==> src/rtl/apb_arb_pkg.sv <==
// -----------------------------------------------------------------------------
// apb_arb_pkg
//   Definitions shared by the APB arbitrating master and its helpers.
//   - state_t  : transfer sequencer states (IDLE, SETUP, ACCESS)
//   - PADDR_WL : default APB address width
//   - PDATA_WL : default APB data width
// -----------------------------------------------------------------------------
package apb_arb_pkg;

   typedef enum logic [1:0] {
      IDLE   = 2'd0,
      SETUP  = 2'd1,
      ACCESS = 2'd2
   } state_t;

   localparam int PADDR_WL = 4;
   localparam int PDATA_WL = 8;

endpackage : apb_arb_pkg

==> src/rtl/rr_arbiter.sv <==
// -----------------------------------------------------------------------------
// rr_arbiter
//   Combinational round-robin grant. The search starts one position after
//   'last' and wraps, so the most recently served requester has the lowest
//   priority. Purely combinational; the owner of the shared resource keeps
//   the 'last' pointer.
//
//   Ports
//     req       : request vector, one bit per requester
//     last      : index of the most recently granted requester
//     grant     : one-hot grant (all zero when no request)
//     grant_idx : binary index of the granted requester
//     grant_any : at least one request is pending
// -----------------------------------------------------------------------------
module rr_arbiter #(
   parameter int N  = 2,
   parameter int IW = $clog2(N)
) (
   input  logic [N-1:0]  req,
   input  logic [IW-1:0] last,
   output logic [N-1:0]  grant,
   output logic [IW-1:0] grant_idx,
   output logic          grant_any
);

   // One extra bit so last + offset cannot overflow before the wrap.
   localparam int SW = IW + 1;

   logic [SW-1:0] sum;
   logic [IW-1:0] idx;

   // NOTE: every signal written here gets a default first, so no path through
   // the loop can leave a value unassigned and infer a latch.
   always_comb begin
      grant     = '0;
      grant_idx = '0;
      grant_any = 1'b0;
      sum       = '0;
      idx       = '0;
      for (int i = 1; i <= N; i++) begin
         sum = {1'b0, last} + SW'(i);
         if (sum >= SW'(N)) begin
            sum = sum - SW'(N);
         end
         idx = sum[IW-1:0];
         if (!grant_any && req[idx]) begin
            grant[idx] = 1'b1;
            grant_idx  = idx;
            grant_any  = 1'b1;
         end
      end
   end

endmodule : rr_arbiter

==> src/rtl/apb_arbiter_master.sv <==
// -----------------------------------------------------------------------------
// apb_arbiter_master
//   Round-robin arbitrating APB master. Accepts one command at a time from
//   NREQ requesters, runs it as a single SETUP/ACCESS transfer and returns a
//   one-cycle completion (with read data or timeout error) to the owner.
//
//   Ports
//     clk, reset             : clock, asynchronous active-high reset
//     req_valid/req_write    : per-requester command valid / direction
//     req_addr/req_wdata     : packed per-requester address / write data
//     req_ready              : one-hot accept (combinational, IDLE only)
//     rsp_valid              : one-hot completion pulse to the owner
//     rsp_rdata, rsp_err     : read data / timeout flag, valid with rsp_valid
//     psel..pwdata           : APB request side (registered)
//     pready, prdata         : APB completion side
// -----------------------------------------------------------------------------
module apb_arbiter_master
   import apb_arb_pkg::*;
#(
   parameter int NREQ     = 2,
   parameter int PADDR_WL = apb_arb_pkg::PADDR_WL,
   parameter int PDATA_WL = apb_arb_pkg::PDATA_WL,
   parameter int TIMEOUT  = 15
) (
   input  logic                     clk,
   input  logic                     reset,
   input  logic [NREQ-1:0]          req_valid,
   input  logic [NREQ-1:0]          req_write,
   input  logic [NREQ*PADDR_WL-1:0] req_addr,
   input  logic [NREQ*PDATA_WL-1:0] req_wdata,
   output logic [NREQ-1:0]          req_ready,
   output logic [NREQ-1:0]          rsp_valid,
   output logic [PDATA_WL-1:0]      rsp_rdata,
   output logic                     rsp_err,
   output logic                     psel,
   output logic                     penable,
   output logic                     pwrite,
   output logic [PADDR_WL-1:0]      paddr,
   output logic [PDATA_WL-1:0]      pwdata,
   input  logic                     pready,
   input  logic [PDATA_WL-1:0]      prdata
);

   localparam int IW = $clog2(NREQ);
   localparam int CW = $clog2(TIMEOUT + 1);

   state_t                state_q,     state_d;
   logic [IW-1:0]         last_q,      last_d;
   logic [IW-1:0]         owner_q,     owner_d;
   logic [CW-1:0]         wait_q,      wait_d;
   logic                  psel_q,      psel_d;
   logic                  penable_q,   penable_d;
   logic                  pwrite_q,    pwrite_d;
   logic [PADDR_WL-1:0]   paddr_q,     paddr_d;
   logic [PDATA_WL-1:0]   pwdata_q,    pwdata_d;
   logic [NREQ-1:0]       rsp_valid_q, rsp_valid_d;
   logic [PDATA_WL-1:0]   rsp_rdata_q, rsp_rdata_d;
   logic                  rsp_err_q,   rsp_err_d;

   logic [NREQ-1:0]       grant;
   logic [IW-1:0]         grant_idx;
   logic                  grant_any;

   rr_arbiter #(
      .N  (NREQ),
      .IW (IW)
   ) u_rr_arbiter (
      .req       (req_valid),
      .last      (last_q),
      .grant     (grant),
      .grant_idx (grant_idx),
      .grant_any (grant_any)
   );

   // Accept only while idle; the grant itself depends on req_valid and last.
   assign req_ready = (state_q == IDLE) ? grant : '0;

   // Next-state and next-output logic. The command latch doubles as the APB
   // address/data registers, so they naturally hold their value in IDLE.
   always_comb begin
      state_d     = state_q;
      last_d      = last_q;
      owner_d     = owner_q;
      wait_d      = wait_q;
      psel_d      = psel_q;
      penable_d   = penable_q;
      pwrite_d    = pwrite_q;
      paddr_d     = paddr_q;
      pwdata_d    = pwdata_q;
      rsp_valid_d = '0;
      rsp_rdata_d = '0;
      rsp_err_d   = 1'b0;

      case (state_q)
         IDLE: begin
            if (grant_any) begin
               state_d   = SETUP;
               last_d    = grant_idx;
               owner_d   = grant_idx;
               pwrite_d  = req_write[grant_idx];
               paddr_d   = req_addr[grant_idx*PADDR_WL +: PADDR_WL];
               pwdata_d  = req_wdata[grant_idx*PDATA_WL +: PDATA_WL];
               psel_d    = 1'b1;
               penable_d = 1'b0;
            end
         end

         SETUP: begin
            state_d   = ACCESS;
            penable_d = 1'b1;
            wait_d    = '0;
         end

         ACCESS: begin
            if (pready) begin
               state_d              = IDLE;
               psel_d               = 1'b0;
               penable_d            = 1'b0;
               rsp_valid_d[owner_q] = 1'b1;
               rsp_rdata_d          = pwrite_q ? '0 : prdata;
            end else if (wait_q == CW'(TIMEOUT)) begin
               // Slave never answered: abort and report an error, no data.
               state_d              = IDLE;
               psel_d               = 1'b0;
               penable_d            = 1'b0;
               rsp_valid_d[owner_q] = 1'b1;
               rsp_err_d            = 1'b1;
            end else begin
               wait_d = wait_q + CW'(1);
            end
         end

         default: begin
            state_d = IDLE;
         end
      endcase
   end

   // NOTE: state registers use non-blocking assignments so every flop samples
   // the pre-edge values, independent of statement order.
   always_ff @(posedge clk or posedge reset) begin
      if (reset) begin
         state_q     <= IDLE;
         last_q      <= IW'(NREQ - 1);
         owner_q     <= '0;
         wait_q      <= '0;
         psel_q      <= 1'b0;
         penable_q   <= 1'b0;
         pwrite_q    <= 1'b0;
         paddr_q     <= '0;
         pwdata_q    <= '0;
         rsp_valid_q <= '0;
         rsp_rdata_q <= '0;
         rsp_err_q   <= 1'b0;
      end else begin
         state_q     <= state_d;
         last_q      <= last_d;
         owner_q     <= owner_d;
         wait_q      <= wait_d;
         psel_q      <= psel_d;
         penable_q   <= penable_d;
         pwrite_q    <= pwrite_d;
         paddr_q     <= paddr_d;
         pwdata_q    <= pwdata_d;
         rsp_valid_q <= rsp_valid_d;
         rsp_rdata_q <= rsp_rdata_d;
         rsp_err_q   <= rsp_err_d;
      end
   end

   assign psel      = psel_q;
   assign penable   = penable_q;
   assign pwrite    = pwrite_q;
   assign paddr     = paddr_q;
   assign pwdata    = pwdata_q;
   assign rsp_valid = rsp_valid_q;
   assign rsp_rdata = rsp_rdata_q;
   assign rsp_err   = rsp_err_q;

endmodule : apb_arbiter_master

==> config.mk <==
export PLATFORM = sky130hd
export DESIGN_NAME = apb_arbiter_master
export DESIGN_NICKNAME = d
export VERILOG_FILES = /design/src/rtl/apb_arb_pkg.sv /design/src/rtl/rr_arbiter.sv /design/src/rtl/apb_arbiter_master.sv
export SDC_FILE = /design/constraint.sdc
export NUM_CORES = 1
export LEC_CHECK = 0
export BUFFER_PORTS_ARGS = -buffer_cell sky130_fd_sc_hd__buf_4
export CAP_MARGIN = 40
export CORE_MARGIN = 2
export CORE_UTILIZATION = 40
export DETAILED_ROUTE_END_ITERATION = 16
export HOLD_SLACK_MARGIN = 0.12
export PLACE_DENSITY = 0.68
export SYNTH_ARGS = -nofsm -noshare
export SYNTH_HDL_FRONTEND = slang
export SYNTH_SLANG_ARGS = --single-unit
==> constraint.sdc <==
create_clock -name clk -period 1.6 [get_ports clk]
set_input_delay 0.24 -clock clk [delete_from_list [all_inputs] [get_ports clk]]
set_output_delay 0.24 -clock clk [all_outputs]
set_load 0.05 [all_outputs]
==> results.md, run 1 <==
Routing
- drt first-iter violations: 31
- final routed wirelength across all metal layers: 3230 um
- post-detailed-route DRC marker count: 0
- number of vias in the routed layout: 1182
- total length of routed met3 wires: 245 um
- average wire length per cell after detail routing: 13.3 um
- final antenna-violating net count: 0
- total iterations of the first detailed-routing run: 3
- vias per std cell: 4.86
- routed wire length on met2: 1650 um
- highest layer used for signal routing: met4
- Metal-1 WL: 1280 um

Yosys
- Post-synth EDFFs: 0
- simple-gate area share of the yosys netlist: 10.6%
- post-synth cell types: 31
- #FFs+latches synth: 34
- multiplexer share of the synthesized area: 20.1%
- number of standard cells after synthesis: 115
- part of the Yosys area used for sequential elements: 56.7%
- mean cell area of the mapped netlist: 13.1 sq um
- fraction of registers with async set or reset after synthesis: 100%
- adder-cell share of the synthesized area: 0.832%
- Most used DFF post-synth: sky130_fd_sc_hd__dfrtp_1
- number of warning messages in the yosys log: 0
- post-synthesis compound-gate area fraction: 8.07%
- xor-xnor portion of the synthesized cell area: 0%
- cell area after technology mapping: 0.00150 sq mm
- largest family of logic cells by synthesized area: multiplexers
- syn nets: 155

Finish
- antenna diode count: 0
- Layout area overhead: 50.0%
- post-route insts no fill: 243
- Layout Nets: 234
- total non-filler cell area in the finished layout: 0.00226 sq mm
- leading cell types in the layout, fill and taps excluded: 72 x sky130_fd_sc_hd__buf_4, 31 x sky130_fd_sc_hd__dfrtp_1, 25 x sky130_fd_sc_hd__mux2_2
- post-layout utilization of the core: 62.1%
- layout cells sized above 1: 60.0%
- Fillers: 313
- most frequent standard cell in the layout excluding fill and tap cells: sky130_fd_sc_hd__buf_4

STA
- share of the cycle needed by the critical path after routing: 95.5%
- worst-case hold slack: 153 ps
- clock tree skew after final layout: 3.23 ps
- Final Max Tran Viols: 0
- Hold Violations, Final: 0
- final setup violating endpoints: 0
- Slew Limit Headroom: 71.2%
- unrepaired setup endpoints after global routing: true
- setup slack after layout: 72.0 ps
- total negative setup slack: 0 ps
- Worst Tran Pin Value: 432 ps
- Max Fclk: 0.654 GHz
- minimum clock period after layout: 1530 ps

Worst hold path
- Hold Path Depth: 2
- HP Start: req_valid[0]
- HP Class: in -> reg
- worst-case hold path end point: last_q

Placement
- HPWL Detailed: 2420 um
- I/O Buffers: 66
- Post-DP Area: 0.00208 sq mm
- RePlAce Congestion: 0.885
- pre-CTS setup slack: 101 ps
- number of placed instances with taps included: 230

Worst setup path
- data required time at the worst endpoint: 1360 ps
- reg-to-reg setup timing slack: 110 ps
- Worst Setup End Kind: output pin
- worst-path fanout max: 3
- beginning of the critical path: last_q
- classification of the worst setup path: reg -> out
- kind of start point of the critical path: flop
- WP data arrival: 1290 ps
- path depth of the worst reg2reg path: 3
- startpoint of the worst-slack reg-to-reg timing path: state_q[0]
- Reg-to-Reg End: wait_q[3]

Clock tree
- clock transition time at the flip-flop clock pins of the worst setup and hold paths: 70 ps
- Skew-Pair Late Insertion Delay: 280 ps
- clk buf depth: 2
- TritonCTS clock tree: done
- clk root buf: sky130_fd_sc_hd__clkbuf_8
- TritonCTS Buffers: 5
- htree depth: 2
- clk sink count: 34

Global route
- pin count of the biggest net entering global routing: 35
- global-route usage over all layers: 17.2%
- via count of the first global-routing pass: 1224
- number of antenna violations at the first check in global routing: 0
- grt ovf: 0
- global-route wire length before repair: 5480 um

Status
- status: completed

Power
- Pwr per Cell Area: 1880 mW/mm^2
- power after layout: 4.25 mW
- Worst VDD drop: 1.18 mV
- leakage power: 1.10 nW

Floorplan
- initial standard-cell utilization of the core: 41.4%
- Site Rows: 22
- die area: 0.00427 sq mm
- ports placed on the boundary: 67
- floorplan die height: 65.3 um
- die extent in x: 65.3 um
- core region area: 0.00363 sq mm

Job
- Max-Cap Viols: 0

-- flip-flops by register name (all words and copies together), names as in the netlist --
name / cells
pwdata: 8
rsp_rdata: 8
paddr: 4
wait_q: 4
rsp_valid: 2
state_q: 2
last_q: 1
owner_q: 1
penable: 1
psel: 1
pwrite: 1
rsp_err: 1
-- routing by layer --
| metal | GRT usage (%) | up-vias |
|---|---|---|
| met1 | 18.8 | 568 |
| met3 | 6.85 | 7 |
| met2 | 29.8 | 45 |
| li1 | - | 562 |
| met4 | 6.51 | 0 |
| met5 | 0 | - |
-- how the worst max path moves through the flow --
| stage | endpoint | slack (ps) | cells after the start |
|---|---|---|---|
| after floorplan | owner_q | 70 | 4 |
| after global placement | wait_q[3] | 140 | 3 |
| after detailed placement | wait_q[3] | 100 | 3 |
| after CTS | req_ready[0] | 20 | 4 |
| after global routing | req_ready[0] | 10 | 4 |
| final | req_ready[0] | 70 | 4 |
-- report_power, final --
group	internal, mW	switching, mW
logic	0.871	1.29
clock network	0.434	0.290
registers	1.16	0.210
-- layout make-up --
cell class / instances / area [sq um] / area share, %
multi-input combinational: 71 / 616 / 27.3
inverter: 6 / 22.5 / 0.998
sequential: 34 / 855 / 37.9
clock buffer: 8 / 110 / 4.88
timing repair buffer: 76 / 593 / 26.3
tap: 48 / 60.1 / 2.66
-- cells in the mapped netlist, types with 2 or more instances --
| cell | number | area [sq um] |
|---|---|---|
| sky130_fd_sc_hd__a21oi_1 | 4 | 20.0 |
| sky130_fd_sc_hd__a31oi_1 | 2 | 12.5 |
| sky130_fd_sc_hd__and2_1 | 9 | 56.3 |
| sky130_fd_sc_hd__buf_2 | 2 | 10.0 |
| sky130_fd_sc_hd__buf_6 | 2 | 22.5 |
| sky130_fd_sc_hd__dfrtp_1 | 33 | 826 |
| sky130_fd_sc_hd__inv_1 | 6 | 22.5 |
| sky130_fd_sc_hd__mux2_2 | 25 | 282 |
| sky130_fd_sc_hd__nand2_1 | 2 | 7.51 |
| sky130_fd_sc_hd__nor2_1 | 6 | 22.5 |
| sky130_fd_sc_hd__o211ai_1 | 2 | 15.0 |
| sky130_fd_sc_hd__o21ai_0 | 3 | 15.0 |
-- worst max-delay path, stage by stage (launching register included) --
cell and delay, ps:
sky130_fd_sc_hd__dfstp_2 560, sky130_fd_sc_hd__buf_4 120, sky130_fd_sc_hd__inv_1 40, sky130_fd_sc_hd__a21oi_2 120, sky130_fd_sc_hd__buf_6 170
-- cells by family after synthesis --
kind of cell	Yosys count
buffers and inverters	10
AND/OR/NAND/NOR	25
adder cells (fa/ha/maj)	1
multiplexers	27
flip-flops	34
AO/OA/AOI/OAI	18
-- timing repair --
item	in CTS	in global routing
hold endpoints to repair	33	0
resized for setup	5	3
setup endpoints to repair	2	3
setup buffers	3	2
hold buffers	1	0
pin swaps	1	0
(Power assumes the default switching activity.)
==> inputs of run 2 (changes only) <==
--- a/config.mk
+++ b/config.mk
@@ -5,13 +5,13 @@
 export SDC_FILE = /design/constraint.sdc
 export NUM_CORES = 1
 export LEC_CHECK = 0
-export BUFFER_PORTS_ARGS = -buffer_cell sky130_fd_sc_hd__buf_4
 export CAP_MARGIN = 40
 export CORE_MARGIN = 2
 export CORE_UTILIZATION = 40
 export DETAILED_ROUTE_END_ITERATION = 16
+export DONT_BUFFER_PORTS = 1
 export HOLD_SLACK_MARGIN = 0.12
-export PLACE_DENSITY = 0.68
+export PLACE_DENSITY = 0.52
 export SYNTH_ARGS = -nofsm -noshare
 export SYNTH_HDL_FRONTEND = slang
 export SYNTH_SLANG_ARGS = --single-unit
==> run 2 against run 1 <==
Global-route usage shrank 2.2 points; largest cell class unchanged; worst hold slack got worse by 15 ps; highest routed layer unchanged; setup slack lost 32 ps; register-to-register slack worse by 40 ps.
==> results.md, run 2 (synthesized netlist as in run 1, its figures left out) <==
Status
- status: completed

Power
- Worst VDD drop: 0.815 mV, -31%
- power after layout: 3.94 mW, -7.3%
- portion of total power attributed to the clock network: 16.1%, -0.9 points
- Pwr per Cell Area: 2040 mW/mm^2, +8.5%
- Int Pwr: 2.18 mW, -11%
- sequential power share: 53.2%, +21 points
- leakage power: 0.846 nW, -23%
- switching power of the nets: 1.76 mW, -1.7%
- share of total power in combinational logic: 30.7%, -20 points
- Switching Share: 44.6%, +2.6 points

Routing
- drt first-iter violations: 64, +110%
- number of vias in the routed layout: 989, -16%
- final antenna-violating net count: 0, unchanged
- vias per std cell: 5.15, +5.9%
- total iterations of the first detailed-routing run: 4, +1
- post-detailed-route DRC marker count: 0, unchanged
- average wire length per cell after detail routing: 15.0 um, +13%
- final routed wirelength across all metal layers: 2870 um, -11%

Clock tree
- Skew-Pair Late Insertion Delay: 280 ps, about the same
- clock transition time at the flip-flop clock pins of the worst setup and hold paths: 70 ps, about the same
- htree depth: 2, unchanged
- clk buf depth: 2, unchanged
- TritonCTS clock tree: done
- clk sink count: 34, unchanged
- TritonCTS Buffers: 5, unchanged
- clk root buf: sky130_fd_sc_hd__clkbuf_8

Worst setup path
- Most Frequent Cell on Critical Path: sky130_fd_sc_hd__buf_12
- library cell contributing the largest single delay on the critical path: sky130_fd_sc_hd__dfstp_2
- classification of the worst setup path: reg -> out
- WP data arrival: 1320 ps, +30 ps
- Worst Setup End Kind: output pin
- worst-path fanout max: 5, +2
- data required time at the worst endpoint: 1360 ps, about the same
- worst-path cell chain: a21boi_2 > buf_12 > and2_4 > buf_12
- kind of start point of the critical path: flop
- longest individual stage delay on the worst path: 540 ps, -20 ps

STA
- Max Fclk: 0.641 GHz, -2.1%
- Final Max Tran Viols: 0, unchanged
- unrepaired setup endpoints after global routing: true
- share of the cycle needed by the critical path after routing: 97.5%, +2.0 points
- minimum clock period after layout: 1560 ps, +32.4 ps
- final setup violating endpoints: 0, unchanged
- worst-case hold slack: 138 ps, -15.0 ps
- Worst Tran Pin Value: 535 ps, +103 ps
- clock tree skew after final layout: 5.93 ps, +2.70 ps
- Hold Violations, Final: 0, unchanged
- Slew Limit Headroom: 64.3%, -6.9 points
- total negative setup slack: 0 ps, unchanged

Finish
- leading cell types in the layout, fill and taps excluded: 31 x sky130_fd_sc_hd__dfrtp_1, 25 x sky130_fd_sc_hd__mux2_2, 11 x sky130_fd_sc_hd__dlygate4sd3_1
- post-route insts no fill: 192, -21%
- Layout Nets: 183, -22%
- post-layout utilization of the core: 53.0%, -9.1 points
- area used by multi-input combinational logic: 621 sq um, +0.81%
- most frequent standard cell in the layout excluding fill and tap cells: sky130_fd_sc_hd__dfrtp_1
- antenna diode count: 0, unchanged
- layout cells sized above 1: 39.6%, -20 points
- Layout area overhead: 28.1%
- sequential cell area in the final layout: 855 sq um, unchanged
- Fillers: 320, +2.2%

Placement
- number of placed instances with taps included: 166, -28%
- HPWL Detailed: 2040 um, -16%
- RePlAce Congestion: 0.812, -8.2%
- I/O Buffers: 0, -100%

Floorplan
- die area: 0.00427 sq mm, unchanged
- Site Rows: 22, unchanged
- ports placed on the boundary: 67, unchanged
- initial standard-cell utilization of the core: 41.4%, unchanged
- core region area: 0.00363 sq mm, unchanged
- die extent in x: 65.3 um, unchanged
- floorplan die height: 65.3 um, unchanged

Global route
- via count of the first global-routing pass: 1057, -14%
- global-route usage over all layers: 15.0%, -2.2 points
- grt ovf: 0, unchanged
- pin count of the biggest net entering global routing: 35, unchanged
- number of antenna violations at the first check in global routing: 0, unchanged
- global-route wire length before repair: 4750 um, -13%

Job
- Max-Cap Viols: 0, unchanged

Worst hold path
- HP Class: in -> reg

## run 2: cell count changes in the layout (fill, tap and decap cells not counted), moves of 2 or more
| cell | previous run | this run |
|---|---|---|
| sky130_fd_sc_hd__buf_4 | 72 | 9 |
| sky130_fd_sc_hd__dlygate4sd3_1 | 1 | 11 |
| sky130_fd_sc_hd__buf_12 | 1 | 5 |
| sky130_fd_sc_hd__buf_6 | 2 | 0 |
| sky130_fd_sc_hd__clkbuf_8 | 8 | 6 |
## run 2: worst max-delay path, delay by kind of cell, from the launching register on
kind	cells	cell delay, ps
simple gates	1	160
buf+inv	2	270
compound gates	1	60
flops	1	540
## run 2: area by class of cell
type	instances	area share, %
Multi-Input combinational cell	71	32.2
Tap cell	48	3.12
Timing Repair Buffer	25	14.4
Clock inverter	1	0.260
Clock buffer	7	4.48
Sequential cell	34	44.4
Inverter	6	1.17
## run 2: per-layer routing
layer	GRT usage (%)	vias up	wire (um)
met5	0	-	0
met4	5.47	0	39
met3	7.53	6	303
met2	24.5	55	1360
met1	16.9	469	1170
li1	-	459	-
## run 2: final timing paths
path | start | end | slack, ps | depth (start not counted)
max in group asynchronous | reset | last_q | 790 | 3
worst max register to register | last_q | pwdata[6] | 70 | 5
worst max-delay path | last_q | req_ready[1] | 40 | 4
worst min register to register | owner_q | rsp_valid[0] | 420 | 1
worst min-delay path | pready | rsp_err | 140 | 2
min in group asynchronous | reset | rsp_rdata[6] | 480 | 3
## run 2: power by group through the flow
| stage | Sequential (mW) | Clock (mW) | Combinational, mW |
|---|---|---|---|
| finish | 2.10 | 0.635 | 1.21 |
| global route | 2.14 | 0.713 | 1.32 |
| CTS | 2.12 | 0.670 | 1.09 |
| detailed placement | 2.12 | 0 | 1.01 |
| global placement | 2.11 | 0 | 0.973 |
| floorplan | 2.07 | 0 | 0.765 |
## run 2: what timing repair did
item                       CTS  global route
gates cloned                 0             0
hold buffers                11             0
hold endpoints to repair    42             0
setup endpoints to repair    2             2
resized for setup            5             2
pin swaps                    0             1
setup buffers                1             6
## run 2: metrics by stage
step           instance area, sq um  worst slack, ps
2_1_floorplan                  1510             69.9
3_3_place_gp                   1640              128
3_5_place_dp                   1640             95.1
4_1_cts                        1860             3.29
5_1_grt                        1930            -11.9
6_report                       1930             39.6
==> inputs of run 3 (changes only) <==
--- a/config.mk
+++ b/config.mk
@@ -11,7 +11,7 @@
 export DETAILED_ROUTE_END_ITERATION = 16
 export DONT_BUFFER_PORTS = 1
 export HOLD_SLACK_MARGIN = 0.12
-export PLACE_DENSITY = 0.52
+export PLACE_DENSITY = 0.5
 export SYNTH_ARGS = -nofsm -noshare
 export SYNTH_HDL_FRONTEND = slang
 export SYNTH_SLANG_ARGS = --single-unit
==> constraint.sdc (replaced) <==
create_clock -name clk -period 1.55 [get_ports clk]
set_input_delay 0.2325 -clock clk [delete_from_list [all_inputs] [get_ports clk]]
set_output_delay 0.2325 -clock clk [all_outputs]
set_load 0.05 [all_outputs]
==> run 3 against run 2 <==
Wire length rose by 5.1%; register-to-register slack got worse by 40 ps; setup slack got worse by 38 ps; clock skew barely moved; utilization rose by 0.31 points.
==> results.md, run 3 (synthesized netlist as in run 1, its figures left out) <==
Global route
- global-route usage over all layers: 15.6%, +0.63 points
- via count of the first global-routing pass: 1124, +6.3%
- grt ovf: 0, unchanged
- global-route wire length before repair: 5020 um, +5.8%
- pin count of the biggest net entering global routing: 35, unchanged
- number of antenna violations at the first check in global routing: 0, unchanged

Placement
- RePlAce Congestion: 0.709, -13%
- I/O Buffers: 0, unchanged
- HPWL Detailed: 2020 um, -0.99%
- pre-CTS setup slack: 92.7 ps, -2.46 ps
- Post-DP Area: 0.00166 sq mm, +1.4%

Finish
- Layout area overhead: 28.9%
- sequential cell area in the final layout: 855 sq um, unchanged
- total non-filler cell area in the finished layout: 0.00194 sq mm, +0.58%
- Fillers: 324, +1.3%
- leading cell types in the layout, fill and taps excluded: 31 x sky130_fd_sc_hd__dfrtp_1, 22 x sky130_fd_sc_hd__mux2_2, 10 x sky130_fd_sc_hd__dlygate4sd3_1, 10 x sky130_fd_sc_hd__buf_4, 8 x sky130_fd_sc_hd__and2_1
- area used by multi-input combinational logic: 631 sq um, +1.6%
- layout cells sized above 1: 41.7%, +2.1 points
- Layout Nets: 183, unchanged
- most frequent standard cell in the layout excluding fill and tap cells: sky130_fd_sc_hd__dfrtp_1
- antenna diode count: 0, unchanged

Power
- Worst VDD drop: 1.01 mV, +24%
- leakage power: 0.862 nW, +1.9%
- power after layout: 4.08 mW, +3.6%
- Pwr per Cell Area: 2110 mW/mm^2, +3.0%

Floorplan
- floorplan die height: 65.3 um, unchanged
- core region area: 0.00363 sq mm, unchanged
- initial standard-cell utilization of the core: 41.4%, unchanged
- die extent in x: 65.3 um, unchanged
- Site Rows: 22, unchanged
- die area: 0.00427 sq mm, unchanged
- ports placed on the boundary: 67, unchanged

Routing
- number of vias in the routed layout: 1016, +2.7%
- total iterations of the first detailed-routing run: 4, unchanged
- average wire length per cell after detail routing: 15.7 um, +5.1%
- post-detailed-route DRC marker count: 0, unchanged
- final antenna-violating net count: 0, unchanged
- vias per std cell: 5.29, +2.7%
- final routed wirelength across all metal layers: 3020 um, +5.1%
- drt first-iter violations: 46, -28%

Status
- status: completed

Worst setup path
- logic depth of the worst path, buffers included: 4, unchanged
- worst-path cell chain: a21boi_2 > buf_12 > and2_4 > buf_12
- buffers and inverters on the worst path: 2, unchanged
- path depth of the worst reg2reg path: 5, unchanged
- longest individual stage delay on the worst path: 540 ps, about the same
- WP data arrival: 1320 ps, about the same
- startpoint of the worst-slack reg-to-reg timing path: last_q
- data required time at the worst endpoint: 1320 ps, -40 ps
- worst-path fanout max: 4, -1
- kind of start point of the critical path: flop
- Worst Setup End Kind: output pin
- Most Frequent Cell on Critical Path: sky130_fd_sc_hd__buf_12
- classification of the worst setup path: reg -> out
- largest delay contributor family on the critical path: flip-flops
- library cell contributing the largest single delay on the critical path: sky130_fd_sc_hd__dfstp_2
- beginning of the critical path: last_q

STA
- clock tree skew after final layout: 6.28 ps, +0.355 ps
- Worst Tran Pin Value: 480 ps, -55.2 ps
- final setup violating endpoints: 0, unchanged
- Hold Violations, Final: 0, unchanged
- setup slack after layout: 1.63 ps, -38.0 ps
- Slew Limit Headroom: 68.0%, +3.7 points
- worst-case hold slack: 117 ps, -21.8 ps
- Max Fclk: 0.646 GHz
- total negative setup slack: 0 ps, unchanged
- share of the cycle needed by the critical path after routing: 99.9%
- minimum clock period after layout: 1550 ps
- unrepaired setup endpoints after global routing: true
- Final Max Tran Viols: 0, unchanged

Clock tree
- clk root buf: sky130_fd_sc_hd__clkbuf_8
- clk sink count: 34, unchanged
- Skew-Pair Late Insertion Delay: 280 ps, about the same
- TritonCTS clock tree: done
- clk buf depth: 2, unchanged
- htree depth: 2, unchanged
- TritonCTS Buffers: 5, unchanged
- clock transition time at the flip-flop clock pins of the worst setup and hold paths: 70 ps, about the same

Job
- Max-Cap Viols: 0, unchanged

Worst hold path
- HP Start: req_valid[1]
- Hold Path Depth: 2, unchanged
- HP Class: in -> reg

run 3: through the flow:
stage / cells / util [%]
finish: 192 / 53.3
global route: 192 / 53.3
CTS: 192 / 52.8
detailed placement: 169 / 45.7
global placement: 169 / 45.7
floorplan: 115 / -
run 3: what timing repair did:
action / in CTS / in global routing
hold buffers: 11 / 0
setup buffers: 4 / 1
endpoints found under the hold margin: 42 / 0
pin swaps: 0 / 0
resized for setup: 4 / 7
setup endpoints to repair: 2 / 13
run 3: layer usage:
metal	GRT usage, %	part of all wire [%]	wire length, um	vias up
met5	0	0	0	-
met4	6.25	1.7	51	0
met3	6.51	9.1	274	6
met2	26.9	51	1550	49
met1	17.0	38	1150	501
li1	-	-	-	460
run 3: worst paths after layout:
kind	to	slack, ps
worst max-delay path	req_ready[1]	2
worst min-delay path	last_q	120
worst max register to register	pwdata[5]	30
worst min register to register	rsp_valid[0]	430
max in group asynchronous	last_q	710
min in group asynchronous	rsp_rdata[2]	510
run 3: where the power goes:
group / switching, mW / internal (mW)
Clock: 0.315 / 0.357
Sequential: 0.908 / 1.18
Combinational: 0.602 / 0.721
Total: 1.82 / 2.26
run 3: layout make-up:
type | count | area share, %
timing repair buffer | 25 | 14.2
clock buffer | 6 | 4.26
inverter | 6 | 1.16
multi-input combinational | 71 | 32.5
tap | 48 | 3.10
sequential | 34 | 44.1
clock inverter | 2 | 0.646
